### src/rtl/spi_reg_pkg.sv
// Shared constants for the SPI control-register front end: register map,
// frame length and the frame FSM state encoding.
package spi_reg_pkg;

  localparam int FRAME_BITS = 16;

  localparam logic [6:0] REG_MUX_SEL = 7'h00;
  localparam logic [6:0] REG_LED     = 7'h01;
  localparam logic [6:0] REG_ERR_CNT = 7'h02;

  typedef enum logic [1:0] {
    ST_IDLE    = 2'd0,
    ST_ADDR    = 2'd1,
    ST_DATA    = 2'd2,
    ST_OVERRUN = 2'd3
  } state_t;

endpackage

### src/rtl/spi_in_sync.sv
// Multi-stage synchroniser for one async SPI pin, plus an edge-detect flop
// producing single-clk rise/fall pulses in the clk domain.
module spi_in_sync #(
  parameter int   STAGES  = 2,
  parameter logic RST_VAL = 1'b0
) (
  input  logic clk,
  input  logic rst_n,
  input  logic din,
  output logic level,
  output logic rise,
  output logic fall
);

  logic [STAGES-1:0] sync_q;
  logic              prev_q;

  always_ff @(posedge clk or negedge rst_n) begin
    if (!rst_n) begin
      sync_q <= {STAGES{RST_VAL}};
      prev_q <= RST_VAL;
    end else begin
      sync_q <= {sync_q[STAGES-2:0], din};
      prev_q <= sync_q[STAGES-1];
    end
  end

  assign level = sync_q[STAGES-1];
  assign rise  = level & ~prev_q;
  assign fall  = ~level & prev_q;

endmodule

### src/rtl/spi_reg_ctrl.sv
// SPI slave + control-register bank, sampled entirely in the clk domain.
// Optional MISO readback is built when SPI_REG_READBACK_EN is defined.
//
// state      | meaning
// ST_IDLE    | CS high, waiting for a frame
// ST_ADDR    | shifting R/nW + 7-bit address (first 8 bits)
// ST_DATA    | shifting the 8 data bits
// ST_OVERRUN | more than FRAME_BITS clocks seen; wait for CS release
module spi_reg_ctrl
  import spi_reg_pkg::*;
#(
  parameter int SYNC_STAGES = 2,
  parameter int FRAME_BITS  = spi_reg_pkg::FRAME_BITS
) (
  input  logic       clk,
  input  logic       rst_n,
  input  logic       spi_sclk,
  input  logic       spi_cs,
  input  logic       spi_mosi,
  output logic       spi_miso,
  output logic [7:0] mux_sel,
  output logic [1:0] led,
  output logic       wr_strobe,
  output logic       frame_err
);

  localparam logic [4:0] LAST_BIT = 5'(FRAME_BITS);
  localparam logic [4:0] HDR_BIT  = 5'd7;

  logic sclk_lvl, sclk_rise, sclk_fall;
  logic cs_lvl, cs_rise, cs_fall;
  logic mosi_s, mosi_rise, mosi_fall;

  spi_in_sync #(.STAGES(SYNC_STAGES), .RST_VAL(1'b0)) u_sync_sclk (
    .clk(clk), .rst_n(rst_n), .din(spi_sclk),
    .level(sclk_lvl), .rise(sclk_rise), .fall(sclk_fall));

  // CS idles high, so its chain resets high to avoid a false release edge
  spi_in_sync #(.STAGES(SYNC_STAGES), .RST_VAL(1'b1)) u_sync_cs (
    .clk(clk), .rst_n(rst_n), .din(spi_cs),
    .level(cs_lvl), .rise(cs_rise), .fall(cs_fall));

  spi_in_sync #(.STAGES(SYNC_STAGES), .RST_VAL(1'b0)) u_sync_mosi (
    .clk(clk), .rst_n(rst_n), .din(spi_mosi),
    .level(mosi_s), .rise(mosi_rise), .fall(mosi_fall));

  state_t      state, state_nx;
  logic [4:0]  bit_cnt;
  logic [7:0]  shreg;
  logic        hdr_rw;
  logic [6:0]  hdr_addr;
  logic [7:0]  err_cnt;

  logic start, shift, latch_hdr, commit, err;

  always_ff @(posedge clk or negedge rst_n) begin
    if (!rst_n) state <= ST_IDLE;
    else        state <= state_nx;
  end

  // CS release has priority; a coincident SCLK edge is dropped
  always_comb begin
    state_nx  = state;
    start     = 1'b0;
    shift     = 1'b0;
    latch_hdr = 1'b0;
    commit    = 1'b0;
    err       = 1'b0;
    if (cs_rise) begin
      state_nx = ST_IDLE;
      if (state == ST_DATA && bit_cnt == LAST_BIT) begin
        if (hdr_rw)
          err = (hdr_addr > REG_ERR_CNT);
        else if (hdr_addr == REG_MUX_SEL || hdr_addr == REG_LED)
          commit = 1'b1;
        else
          err = (hdr_addr != REG_ERR_CNT);
      end else begin
        err = 1'b1;
      end
    end else if (cs_fall) begin
      state_nx = ST_ADDR;
      start    = 1'b1;
    end else if (sclk_fall) begin
      case (state)
        ST_ADDR: begin
          shift = 1'b1;
          if (bit_cnt == HDR_BIT) begin
            latch_hdr = 1'b1;
            state_nx  = ST_DATA;
          end
        end
        ST_DATA: begin
          shift = 1'b1;
          if (bit_cnt == LAST_BIT) state_nx = ST_OVERRUN;
        end
        default: ;
      endcase
    end
  end

  always_ff @(posedge clk or negedge rst_n) begin
    if (!rst_n) begin
      bit_cnt   <= '0;
      shreg     <= '0;
      hdr_rw    <= 1'b0;
      hdr_addr  <= '0;
      mux_sel   <= '0;
      led       <= '0;
      err_cnt   <= '0;
      wr_strobe <= 1'b0;
      frame_err <= 1'b0;
    end else begin
      wr_strobe <= 1'b0;
      frame_err <= 1'b0;
      if (start) begin
        bit_cnt <= '0;
        shreg   <= '0;
      end else if (shift) begin
        shreg <= {shreg[6:0], mosi_s};
        if (bit_cnt != 5'd31) bit_cnt <= bit_cnt + 5'd1;
      end
      if (latch_hdr) begin
        hdr_rw   <= shreg[6];
        hdr_addr <= {shreg[5:0], mosi_s};
      end
      if (commit) begin
        if (hdr_addr == REG_MUX_SEL) mux_sel <= shreg;
        else                         led     <= shreg[1:0];
        wr_strobe <= 1'b1;
      end
      if (err) begin
        frame_err <= 1'b1;
        if (err_cnt != 8'hFF) err_cnt <= err_cnt + 8'd1;
      end
    end
  end

`ifdef SPI_REG_READBACK_EN
  logic [7:0] miso_sr;
  logic [7:0] rd_val;
  logic [6:0] rd_addr;

  // Header is being latched this clk, so decode the address from the shifter
  assign rd_addr = {shreg[5:0], mosi_s};

  always_comb begin
    rd_val = 8'h00;
    case (rd_addr)
      REG_MUX_SEL: rd_val = mux_sel;
      REG_LED:     rd_val = {6'b0, led};
      REG_ERR_CNT: rd_val = err_cnt;
      default:     rd_val = 8'h00;
    endcase
  end

  always_ff @(posedge clk or negedge rst_n) begin
    if (!rst_n) begin
      miso_sr  <= '0;
      spi_miso <= 1'b0;
    end else begin
      if (latch_hdr)
        miso_sr <= shreg[6] ? rd_val : 8'h00;
      else if (sclk_rise && state == ST_DATA)
        miso_sr <= {miso_sr[6:0], 1'b0};
      if (cs_rise)
        spi_miso <= 1'b0;
      else if (sclk_rise)
        spi_miso <= (state == ST_DATA) ? miso_sr[7] : 1'b0;
    end
  end

  logic unused_sync;
  assign unused_sync = ^{sclk_lvl, cs_lvl, mosi_rise, mosi_fall};
`else
  assign spi_miso = 1'b0;

  logic unused_sync;
  assign unused_sync = ^{sclk_lvl, sclk_rise, cs_lvl, mosi_rise, mosi_fall};
`endif

endmodule

### config.mk
export PLATFORM = sky130hd
export DESIGN_NAME = spi_reg_ctrl
export DESIGN_NICKNAME = d
export VERILOG_FILES = /design/src/rtl/spi_reg_pkg.sv /design/src/rtl/spi_in_sync.sv /design/src/rtl/spi_reg_ctrl.sv
export SDC_FILE = /design/constraint.sdc
export NUM_CORES = 1
export LEC_CHECK = 0
export ABC_AREA = 0
export CAP_MARGIN = 40
export CORE_ASPECT_RATIO = 1.1
export CORE_MARGIN = 3
export CORE_UTILIZATION = 35
export DETAILED_ROUTE_END_ITERATION = 16
export GPL_ROUTABILITY_DRIVEN = 0
export SYNTH_ARGS = -nofsm -noshare
export SYNTH_HDL_FRONTEND = slang
export SYNTH_SLANG_ARGS = --single-unit
export TNS_END_PERCENT = 5
### constraint.sdc
create_clock -name clk -period 3.24 [get_ports clk]
set_clock_uncertainty 0.2 [all_clocks]
set_input_delay 0.324 -clock clk [delete_from_list [all_inputs] [get_ports clk]]
set_output_delay 0.324 -clock clk [all_outputs]
set_load 0.01 [all_outputs]
==> results of run 1 <==
[power by group through the flow]
stage / registers, W / clock network [W] / logic [W]
finish: 0.000595 / 0.000331 / 0.000162
global route: 0.000601 / 0.000369 / 0.000185
CTS: 0.000594 / 0.000345 / 0.000162
detailed placement: 0.000605 / 0 / 0.000161
global placement: 0.000601 / 0 / 0.000144
floorplan: 0.000598 / 0 / 0.000107
[path summary, 6_finish.rpt]
kind | slack, ns | endpoint | start
min reg2reg | 0.15 | u_sync_sclk.sync_q[1] | u_sync_sclk.sync_q[0]
min | 0.15 | u_sync_sclk.sync_q[1] | u_sync_sclk.sync_q[0]
min in group asynchronous | 0.33 | led[0] | rst_n
max in group asynchronous | 1.96 | u_sync_cs.sync_q[0] | rst_n
max | 0.45 | mux_sel[6] | state[0]
max reg2reg | 0.45 | mux_sel[6] | state[0]
[sequential cells by signal, indices dropped and copies added (netlist names), 2 cells and up]
| register | cells |
|---|---|
| shreg | 8 |
| hdr_addr | 7 |
| led | 2 |
| state | 2 |
| u_sync_mosi.sync_q | 2 |
| mux_sel | 8 |
| u_sync_cs.sync_q | 2 |
| bit_cnt | 5 |
| u_sync_sclk.sync_q | 2 |
[per-stage QoR]
step / setup slack, ns / hold slack, ns / cells / total power [W] / util (%)
after floorplan: 0.714 / -0.172 / 144 / 0.000704 / -
after global placement: 0.551 / 0.134 / 214 / 0.000746 / 42.1
after detailed placement: 0.444 / 0.122 / 215 / 0.000766 / 42.6
after CTS: 0.429 / 0.153 / 224 / 0.00110 / 44.6
after global routing: 0.328 / 0.155 / 224 / 0.00115 / 44.6
final: 0.447 / 0.152 / 224 / 0.00109 / 44.6
[cell usage in the layout, fill, tap and decap left out, types with 2 or more instances in the layout]
| master | netlist | final |
|---|---|---|
| sky130_fd_sc_hd__inv_1 | 7 | 7 |
| sky130_fd_sc_hd__nor2_1 | 4 | 4 |
| sky130_fd_sc_hd__nand4bb_1 | 2 | 2 |
| sky130_fd_sc_hd__clkbuf_8 | 0 | 5 |
| sky130_fd_sc_hd__a21oi_1 | 13 | 13 |
| sky130_fd_sc_hd__dfrtp_1 | 40 | 40 |
| sky130_fd_sc_hd__dfstp_2 | 3 | 3 |
| sky130_fd_sc_hd__o21ai_0 | 3 | 3 |
| sky130_fd_sc_hd__mux2_1 | 3 | 3 |
| sky130_fd_sc_hd__nor2b_1 | 2 | 2 |
| sky130_fd_sc_hd__or3_1 | 2 | 2 |
| sky130_fd_sc_hd__clkdlybuf4s50_1 | 0 | 15 |
| sky130_fd_sc_hd__ha_1 | 7 | 7 |
| sky130_fd_sc_hd__mux2_2 | 15 | 15 |
| sky130_fd_sc_hd__nand2_1 | 20 | 20 |
| sky130_fd_sc_hd__xnor2_1 | 3 | 3 |
| sky130_fd_sc_hd__nor3b_1 | 2 | 2 |
[routing by layer]
layer | wire length, um | track usage, %
met1 | 1540 | 16.0
met2 | 1520 | 18.7
met3 | 141 | 4.08
met4 | 44 | 5.34
met5 | 0 | 0
[what timing repair did]
item,CTS,global route
endpoints found under the hold margin,19,0
hold buffers,1,0
endpoints found under the setup margin,0,0
setup buffers,0,0
[cell type report]
cell class / instances / area share (%)
Sequential cell: 43 / 50.6
Clock inverter: 2 / 0.586
Tap cell: 56 / 3.28
Clock buffer: 6 / 3.40
Multi-Input combinational cell: 91 / 31.5
Timing Repair Buffer: 19 / 9.38
Inverter: 7 / 1.23
[kinds of logic (layout without fill, tap and decap cells)]
group / count (synthesis) / in the layout
multiplexers: 19 / 19
AND/OR/NAND/NOR: 43 / 43
XOR/XNOR: 3 / 3
other: 1 / 1
AO/OA/AOI/OAI: 18 / 18
flip-flops: 43 / 43
adder cells (fa/ha/maj): 7 / 7
buffers and inverters: 10 / 34
==> flow_summary.html, run 1 <==
<table>
<tr><th>Metric</th><th>Value</th></tr>
<tr><th colspan="2">STA</th></tr>
<tr><td>Final hold violation count</td><td>0</td></tr>
<tr><td>Worst-case headroom to the max-slew limit</td><td>56.6%</td></tr>
<tr><td>Number of failing setup endpoints in the final timing report</td><td>0</td></tr>
<tr><td>Post-route setup TNS</td><td>0 ns</td></tr>
<tr><td>Final min period</td><td>2.79 ns</td></tr>
<tr><td>Part of the cycle the worst path needs</td><td>a little under nine tenths</td></tr>
<tr><td>Max Clk Rate</td><td>~360 MHz</td></tr>
<tr><td>Unrepaired setup endpoints after global routing</td><td>no</td></tr>
<tr><td>Slew at the pin closest to its max-slew limit</td><td>0.651 ns</td></tr>
<tr><td>Final Max Tran Viols</td><td>0</td></tr>
<tr><th colspan="2">Die</th></tr>
<tr><td>Horizontal die dimension</td><td>74.3 um</td></tr>
<tr><td>Die Y</td><td>just over 80 um</td></tr>
<tr><td>Number of cell rows</td><td>26</td></tr>
<tr><td>Floorplan die area</td><td>6020 sq um</td></tr>
<tr><td>Core region area</td><td>4780 sq um</td></tr>
<tr><td>Total I/O pin count</td><td>18</td></tr>
<tr><td>Initial core utilization</td><td>between 30 and 40%</td></tr>
<tr><th colspan="2">Global route</th></tr>
<tr><td>Global-route wire length before repair</td><td>5510 um</td></tr>
<tr><td>Via count of the first global-routing pass</td><td>1140</td></tr>
<tr><td>Overflow after GRT</td><td>0</td></tr>
<tr><td>Maximum number of pins on one net before global-route repair</td><td>25</td></tr>
<tr><td>Combined global-route utilization of all metal layers</td><td>between 10% and 20%</td></tr>
<tr><td>Antenna violations before repair</td><td>0</td></tr>
<tr><th colspan="2">Detailed routing</th></tr>
<tr><td>DRC violation count after routing</td><td>0</td></tr>
<tr><td>Via count</td><td>approximately 1.1k</td></tr>
<tr><td>Final routed wirelength across all metal layers</td><td>3240 um</td></tr>
<tr><td>Via density per instance</td><td>5.03</td></tr>
<tr><td>Initial DRC count</td><td>51</td></tr>
<tr><td>First-pass iteration count of the detailed router</td><td>4</td></tr>
<tr><td>Mean routed wirelength per cell</td><td>14.5 um</td></tr>
<tr><td>Post-route ant nets</td><td>0</td></tr>
<tr><th colspan="2">Synthesis</th></tr>
<tr><td>Top-count cell post-synth</td><td>sky130_fd_sc_hd__dfrtp_1</td></tr>
<tr><td>Post-synth top area cell</td><td>sky130_fd_sc_hd__dfrtp_1</td></tr>
<tr><td>Async set or reset register ratio after synthesis</td><td>100%</td></tr>
<tr><td>Basic-gate share of the synthesized area counting and, or, nand and nor cells</td><td>13.7%</td></tr>
<tr><td>Warnings, synthesis</td><td>0</td></tr>
<tr><td>Sequential area share after synthesis</td><td>60.2%</td></tr>
<tr><td>Leading cell types by total area after synthesis</td><td>sky130_fd_sc_hd__dfrtp_1 (56%), sky130_fd_sc_hd__mux2_2 (9.4%), sky130_fd_sc_hd__ha_1 (4.9%), sky130_fd_sc_hd__dfstp_2 (4.4%), sky130_fd_sc_hd__nand2_1 (4.2%)</td></tr>
<tr><td>Most common flop cell mapped by yosys</td><td>sky130_fd_sc_hd__dfrtp_1</td></tr>
<tr><td>Number of synthesized flops with an enable pin</td><td>0</td></tr>
<tr><td>Number of unique standard cell types used by synthesis</td><td>32</td></tr>
<tr><td>Post-synthesis instance total</td><td>144</td></tr>
<tr><td>Synth top area share</td><td>55.8%</td></tr>
<tr><td>Proportion of synthesized area in mux cells</td><td>between 10% and 20%</td></tr>
<tr><td>Fraction of synthesized cell area in xor and xnor cells</td><td>1.46%</td></tr>
<tr><td>Mapped Nets</td><td>156</td></tr>
<tr><td>Post-synth top cells</td><td>sky130_fd_sc_hd__dfrtp_1 (40), sky130_fd_sc_hd__nand2_1 (20), sky130_fd_sc_hd__mux2_2 (15), sky130_fd_sc_hd__a21oi_1 (13)</td></tr>
<tr><td>Compound-gate portion of the synthesized area</td><td>5.37%</td></tr>
<tr><td>Area of the mapped netlist</td><td>approximately 1800 sq um</td></tr>
<tr><td>Seq cells post-synth</td><td>43</td></tr>
<tr><td>Adder-Cell Fraction of Synth Area</td><td>4.88%</td></tr>
<tr><td>Largest family of logic cells by synthesized area</td><td>simple AND/OR/NAND/NOR gates</td></tr>
<tr><td>Avg Inst Size Synth</td><td>approximately 12 sq um</td></tr>
<tr><th colspan="2">Layout</th></tr>
<tr><td>Synthesis-to-layout area growth</td><td>19.0%</td></tr>
<tr><td>Finished layout cell area</td><td>2130 sq um</td></tr>
<tr><td>Filler Cells Inserted</td><td>439</td></tr>
<tr><td>Final net count</td><td>179</td></tr>
<tr><td>Area of the multi-input gates</td><td>673 sq um</td></tr>
<tr><td>Number of antenna cells inserted</td><td>0</td></tr>
<tr><td>Layout cell share with drive strength beyond 1</td><td>19.0%</td></tr>
<tr><td>Area occupied by registers</td><td>1080 sq um</td></tr>
<tr><th colspan="2">Pwr</th></tr>
<tr><td>Cell-internal power</td><td>0.000786 W</td></tr>
<tr><td>Maximum VDD drop</td><td>around 0.00023 V</td></tr>
<tr><td>Gate power share</td><td>between 10 and 15%</td></tr>
<tr><td>Switching portion of total power</td><td>27.8%</td></tr>
<tr><td>Clock network fraction of total power</td><td>30.4%</td></tr>
<tr><td>Power spent charging and discharging nets</td><td>0.000303 W</td></tr>
<tr><td>PD cells</td><td>510 nW/um^2</td></tr>
<tr><td>Leakage</td><td>about 0.98 nW</td></tr>
<tr><td>Sequential fraction of design power</td><td>54.7%</td></tr>
<tr><th colspan="2">Setup path</th></tr>
<tr><td>Setup CP Type</td><td>flip-flop to flip-flop</td></tr>
<tr><td>Family with the most delay on the worst path</td><td>simple AND/OR/NAND/NOR gates</td></tr>
<tr><td>Peak fanout along the critical path</td><td>8</td></tr>
<tr><td>Startpoint type of the worst setup path</td><td>flip-flop</td></tr>
<tr><td>Bufs and invs on worst path</td><td>1</td></tr>
<tr><td>Cell chain of the critical path</td><td>inv_1 -&gt; ha_1 -&gt; or4b_1 -&gt; or3_1 -&gt; nor4_4 -&gt; mux2_2</td></tr>
<tr><td>Critical Path End Type</td><td>flip-flop</td></tr>
<tr><td>Number of logic stages on the critical path including buffering</td><td>6</td></tr>
<tr><td>Slowest cell delay on critical path</td><td>0.55 ns</td></tr>
<tr><td>R2R cell count</td><td>6</td></tr>
<tr><td>Arrival time worst endpoint</td><td>2.77 ns</td></tr>
<tr><td>Library cell contributing the largest single delay on the critical path</td><td>sky130_fd_sc_hd__nor4_4</td></tr>
<tr><td>Worst endpoint required time</td><td>3.22 ns</td></tr>
<tr><th colspan="2">Clock network</th></tr>
<tr><td>CTS clk-pin slew, worst paths</td><td>0.08 ns</td></tr>
<tr><td>Clock tree buffer depth</td><td>2</td></tr>
<tr><td>Quantity of gates resized following cts</td><td>0</td></tr>
<tr><td>Number of buffers added by the clock tree synthesis step</td><td>5</td></tr>
<tr><td>CTS Root Cell</td><td>sky130_fd_sc_hd__clkbuf_8</td></tr>
<tr><td>Clock latency on the worst-skew pair</td><td>between 0.2 and 0.3 ns</td></tr>
<tr><td>TritonCTS sink count</td><td>43</td></tr>
<tr><td>H-tree levels</td><td>2</td></tr>
<tr><td>Clock tree from TritonCTS</td><td>built</td></tr>
<tr><th colspan="2">Run status</th></tr>
<tr><td>Run status</td><td>finished, final reports clean</td></tr>
<tr><th colspan="2">Job</th></tr>
<tr><td>Number of max-cap violations</td><td>0</td></tr>
<tr><th colspan="2">Worst hold path</th></tr>
<tr><td>Number of instances on the worst hold path</td><td>0</td></tr>
<tr><td>Class of the most critical hold timing path</td><td>flip-flop to flip-flop</td></tr>
<tr><th colspan="2">Placement</th></tr>
<tr><td>Number of buffers inserted by port buffering</td><td>16</td></tr>
<tr><td>Placed cell area</td><td>~2000 sq um</td></tr>
<tr><td>Half-perimeter wire length after detailed placement</td><td>2250 um</td></tr>
</table>
Note: power is estimated with default switching activity, not from simulation.
==> run 2, diff against run 1 <==
--- a/config.mk
+++ b/config.mk
@@ -11,7 +11,6 @@
 export CORE_MARGIN = 3
 export CORE_UTILIZATION = 35
 export DETAILED_ROUTE_END_ITERATION = 16
-export GPL_ROUTABILITY_DRIVEN = 0
 export SYNTH_ARGS = -nofsm -noshare
 export SYNTH_HDL_FRONTEND = slang
 export SYNTH_SLANG_ARGS = --single-unit
==> constraint.sdc (replaced) <==
create_clock -name clk -period 2.3 [get_ports clk]
set_clock_uncertainty 0.2 [all_clocks]
set_input_delay 0.23 -clock clk [delete_from_list [all_inputs] [get_ports clk]]
set_output_delay 0.23 -clock clk [all_outputs]
set_load 0.01 [all_outputs]
==> flow_summary.html, run 2 (same netlist as run 1, synthesis figures left out) <==
<table>
<tr><th>Metric</th><th>Value</th></tr>
<tr><th colspan="2">Pwr</th></tr>
<tr><td>Leakage</td><td>1.06 nW (+7.3%)</td></tr>
<tr><td>PD cells</td><td>740 nW/um^2 (+45%)</td></tr>
<tr><td>Maximum VDD drop</td><td>0.000453 V (+94%)</td></tr>
<tr><th colspan="2">Layout</th></tr>
<tr><td>Number of antenna cells inserted</td><td>0 (unchanged)</td></tr>
<tr><td>Final design utilization</td><td>47.2% (+2.6 points)</td></tr>
<tr><td>Final net count</td><td>192 (+7.3%)</td></tr>
<tr><td>Layout cell share with drive strength beyond 1</td><td>29.3% (+10 points)</td></tr>
<tr><td>Leading cell types in the layout, fill and taps excluded</td><td>sky130_fd_sc_hd__dfrtp_1 (40), sky130_fd_sc_hd__nand2_1 (19), sky130_fd_sc_hd__clkdlybuf4s50_1 (15)</td></tr>
<tr><td>Commonest non-fill, non-tap cell in the layout</td><td>sky130_fd_sc_hd__dfrtp_1</td></tr>
<tr><td>Finished layout cell area</td><td>2260 sq um (+5.7%)</td></tr>
<tr><td>Filler-free cell count of the finished design</td><td>237 (+5.8%)</td></tr>
<tr><td>Synthesis-to-layout area growth</td><td>25.8%</td></tr>
<tr><td>Largest registers ranked by flip-flop count</td><td>mux_sel (8), shreg (8), hdr_addr (7)</td></tr>
<tr><td>Filler Cells Inserted</td><td>421 (-4.1%)</td></tr>
<tr><th colspan="2">Die</th></tr>
<tr><td>Die Y</td><td>81.1 um (unchanged)</td></tr>
<tr><td>Core region area</td><td>4780 sq um (unchanged)</td></tr>
<tr><td>Initial core utilization</td><td>37.5% (unchanged)</td></tr>
<tr><td>Horizontal die dimension</td><td>74.3 um (unchanged)</td></tr>
<tr><td>Floorplan die area</td><td>6020 sq um (unchanged)</td></tr>
<tr><td>Total I/O pin count</td><td>18 (unchanged)</td></tr>
<tr><td>Number of cell rows</td><td>26 (unchanged)</td></tr>
<tr><th colspan="2">Detailed routing</th></tr>
<tr><td>Via count</td><td>1215 (+7.8%)</td></tr>
<tr><td>Final routed wirelength across all metal layers</td><td>3560 um (+10%)</td></tr>
<tr><td>Initial DRC count</td><td>41 (-20%)</td></tr>
<tr><td>First-pass iteration count of the detailed router</td><td>4 (unchanged)</td></tr>
<tr><td>Mean routed wirelength per cell</td><td>15.0 um (+3.9%)</td></tr>
<tr><td>Met2 wire len</td><td>1750 um (+15%)</td></tr>
<tr><td>DRC violation count after routing</td><td>0 (unchanged)</td></tr>
<tr><td>Top layer reached by signal wires</td><td>met4</td></tr>
<tr><td>Post-route ant nets</td><td>0 (unchanged)</td></tr>
<tr><td>Wl on met1</td><td>1560 um (+1.6%)</td></tr>
<tr><td>Routed met3 length</td><td>138 um (-2.1%)</td></tr>
<tr><td>Via density per instance</td><td>5.13 (+1.9%)</td></tr>
<tr><th colspan="2">Setup path</th></tr>
<tr><td>Arrival time worst endpoint</td><td>2.39 ns (-0.38 ns)</td></tr>
<tr><td>Cell chain of the critical path</td><td>inv_2 -&gt; ha_4 -&gt; or4b_4 -&gt; or3_4 -&gt; nor4_4 -&gt; buf_6 -&gt; mux2_2</td></tr>
<tr><td>Setup CP Type</td><td>flip-flop to flip-flop</td></tr>
<tr><td>Critical Path End Type</td><td>flip-flop</td></tr>
<tr><td>Startpoint type of the worst setup path</td><td>flip-flop</td></tr>
<tr><td>R2R cell count</td><td>7 (+1)</td></tr>
<tr><td>Worst endpoint required time</td><td>2.28 ns (-0.94 ns)</td></tr>
<tr><td>Peak fanout along the critical path</td><td>8 (unchanged)</td></tr>
<tr><td>Library cell contributing the largest single delay on the critical path</td><td>sky130_fd_sc_hd__or4b_4</td></tr>
<tr><td>Slowest cell delay on critical path</td><td>0.45 ns (-0.10 ns)</td></tr>
<tr><th colspan="2">STA</th></tr>
<tr><td>Number of failing setup endpoints in the final timing report</td><td>10 (+10)</td></tr>
<tr><td>Final critical-path setup slack</td><td>-0.112 ns (-0.558 ns)</td></tr>
<tr><td>Part of the cycle the worst path needs</td><td>105% (+19 points)</td></tr>
<tr><td>Max Clk Rate</td><td>415 MHz (+16%)</td></tr>
<tr><td>Final hold violation count</td><td>0 (unchanged)</td></tr>
<tr><td>Final min period</td><td>2.41 ns (-0.382 ns)</td></tr>
<tr><td>Unrepaired setup endpoints after global routing</td><td>yes</td></tr>
<tr><td>Final Max Tran Viols</td><td>0 (unchanged)</td></tr>
<tr><th colspan="2">Global route</th></tr>
<tr><td>Global-route wire length before repair</td><td>6040 um (+9.5%)</td></tr>
<tr><td>Antenna violations before repair</td><td>0 (unchanged)</td></tr>
<tr><td>Overflow after GRT</td><td>0 (unchanged)</td></tr>
<tr><td>Maximum number of pins on one net before global-route repair</td><td>22 (-12%)</td></tr>
<tr><td>Combined global-route utilization of all metal layers</td><td>13.7% (+1.4 points)</td></tr>
<tr><td>Via count of the first global-routing pass</td><td>1263 (+11%)</td></tr>
<tr><th colspan="2">Placement</th></tr>
<tr><td>Number of buffers inserted by port buffering</td><td>16 (unchanged)</td></tr>
<tr><td>Placed cell area</td><td>2100 sq um (+2.9%)</td></tr>
<tr><td>Placed instance count</td><td>225 (+4.7%)</td></tr>
<tr><td>Routability congestion estimate</td><td>0.861</td></tr>
<tr><td>Half-perimeter wire length after detailed placement</td><td>2510 um (+11%)</td></tr>
<tr><th colspan="2">Clock network</th></tr>
<tr><td>TritonCTS sink count</td><td>43 (unchanged)</td></tr>
<tr><td>H-tree levels</td><td>2 (unchanged)</td></tr>
<tr><td>Number of buffers added by the clock tree synthesis step</td><td>5 (unchanged)</td></tr>
<tr><td>CTS Root Cell</td><td>sky130_fd_sc_hd__clkbuf_8</td></tr>
<tr><td>Clock tree from TritonCTS</td><td>built</td></tr>
<tr><td>Clock tree buffer depth</td><td>2 (unchanged)</td></tr>
<tr><td>Clock latency on the worst-skew pair</td><td>0.30 ns (about the same)</td></tr>
<tr><td>CTS clk-pin slew, worst paths</td><td>0.08 ns (about the same)</td></tr>
<tr><th colspan="2">Run status</th></tr>
<tr><td>Run status</td><td>complete, but fails checks</td></tr>
<tr><td>Violations in the final reports</td><td>negative setup slack</td></tr>
<tr><th colspan="2">Worst hold path</th></tr>
<tr><td>Class of the most critical hold timing path</td><td>input pin to asynchronous set/reset pin</td></tr>
<tr><th colspan="2">Job</th></tr>
<tr><td>Number of max-cap violations</td><td>0 (unchanged)</td></tr>
</table>
## run 2: cell count changes in the layout (fill, tap and decap cells not counted), moves of 2 or more
cell                       before  now
sky130_fd_sc_hd__buf_4          1   14
sky130_fd_sc_hd__mux2_4         0    4
sky130_fd_sc_hd__clkinv_2       1    3
sky130_fd_sc_hd__mux2_1         3    1
sky130_fd_sc_hd__mux2_2        15   13
sky130_fd_sc_hd__or4b_4         0    2
## run 2: worst max-delay path: cells and delay by family, from the launching register on
family        cells  cell delay, ns
flops             1            0.41
mux               1            0.33
simple gates      3            0.95
fa+ha+maj         1            0.13
buf+inv           2            0.28
## run 2: where the power goes
part / switching (W) / internal, W
logic: 0.000170 / 0.000200
registers: 0.0000350 / 0.000800
clock network: 0.000257 / 0.000208
## run 2: per-layer routing
metal  track usage (%)  up-vias
li1                  -      561
met1              16.8      616
met2              21.2       27
met3              4.21       11
met4              7.47        0
met5                 0        -
## run 2: what timing repair did
item                                   CTS  global route
endpoints found under the hold margin   40             0
setup buffers                            1             2
resized for setup                        7             5
setup endpoints to repair               14            19
hold buffers                             1             0
## run 2: area by class of cell
type	instances	area (sq um)	area share, %
Clock inverter	3	15.0	0.665
Multi-Input combinational cell	91	716	31.7
Timing Repair Buffer	32	282	12.5
Inverter	7	26.3	1.16
Tap cell	56	70.1	3.10
Sequential cell	43	1080	47.8
Clock buffer	5	68.8	3.05
## run 2: worst paths after layout
| path | to | from | slack, ns |
|---|---|---|---|
| min | hdr_addr[1] | rst_n | 0.09 |
| min in group clk | u_sync_cs.sync_q[0] | spi_cs | 0.13 |
| max reg2reg | mux_sel[6] | state[0] | -0.11 |
| min reg2reg | u_sync_cs.sync_q[1] | u_sync_cs.sync_q[0] | 0.16 |
| max in group asynchronous | mux_sel[7] | rst_n | 1.30 |
| max | mux_sel[6] | state[0] | -0.11 |
## run 2: stage by stage
stage	TNS (ns)	power (W)	hold slack [ns]	setup WS (ns)
after floorplan	-1.02	0.000993	-0.266	-0.135
after global placement	-0.636	0.00112	-0.131	-0.0840
after detailed placement	-1.09	0.00114	-0.118	-0.129
after CTS	-0.664	0.00165	0.0941	-0.0810
after global routing	-1.62	0.00177	0.118	-0.182
final	-0.791	0.00167	0.0909	-0.112
==> run 3, diff against run 2 <==
--- a/config.mk
+++ b/config.mk
@@ -6,7 +6,7 @@
 export NUM_CORES = 1
 export LEC_CHECK = 0
 export ABC_AREA = 0
-export CAP_MARGIN = 40
+export CAP_MARGIN = 5
 export CORE_ASPECT_RATIO = 1.1
 export CORE_MARGIN = 3
 export CORE_UTILIZATION = 35
==> results of run 3 <==
Same layout as run 2: the final DEF is identical, and so are final timing and power.
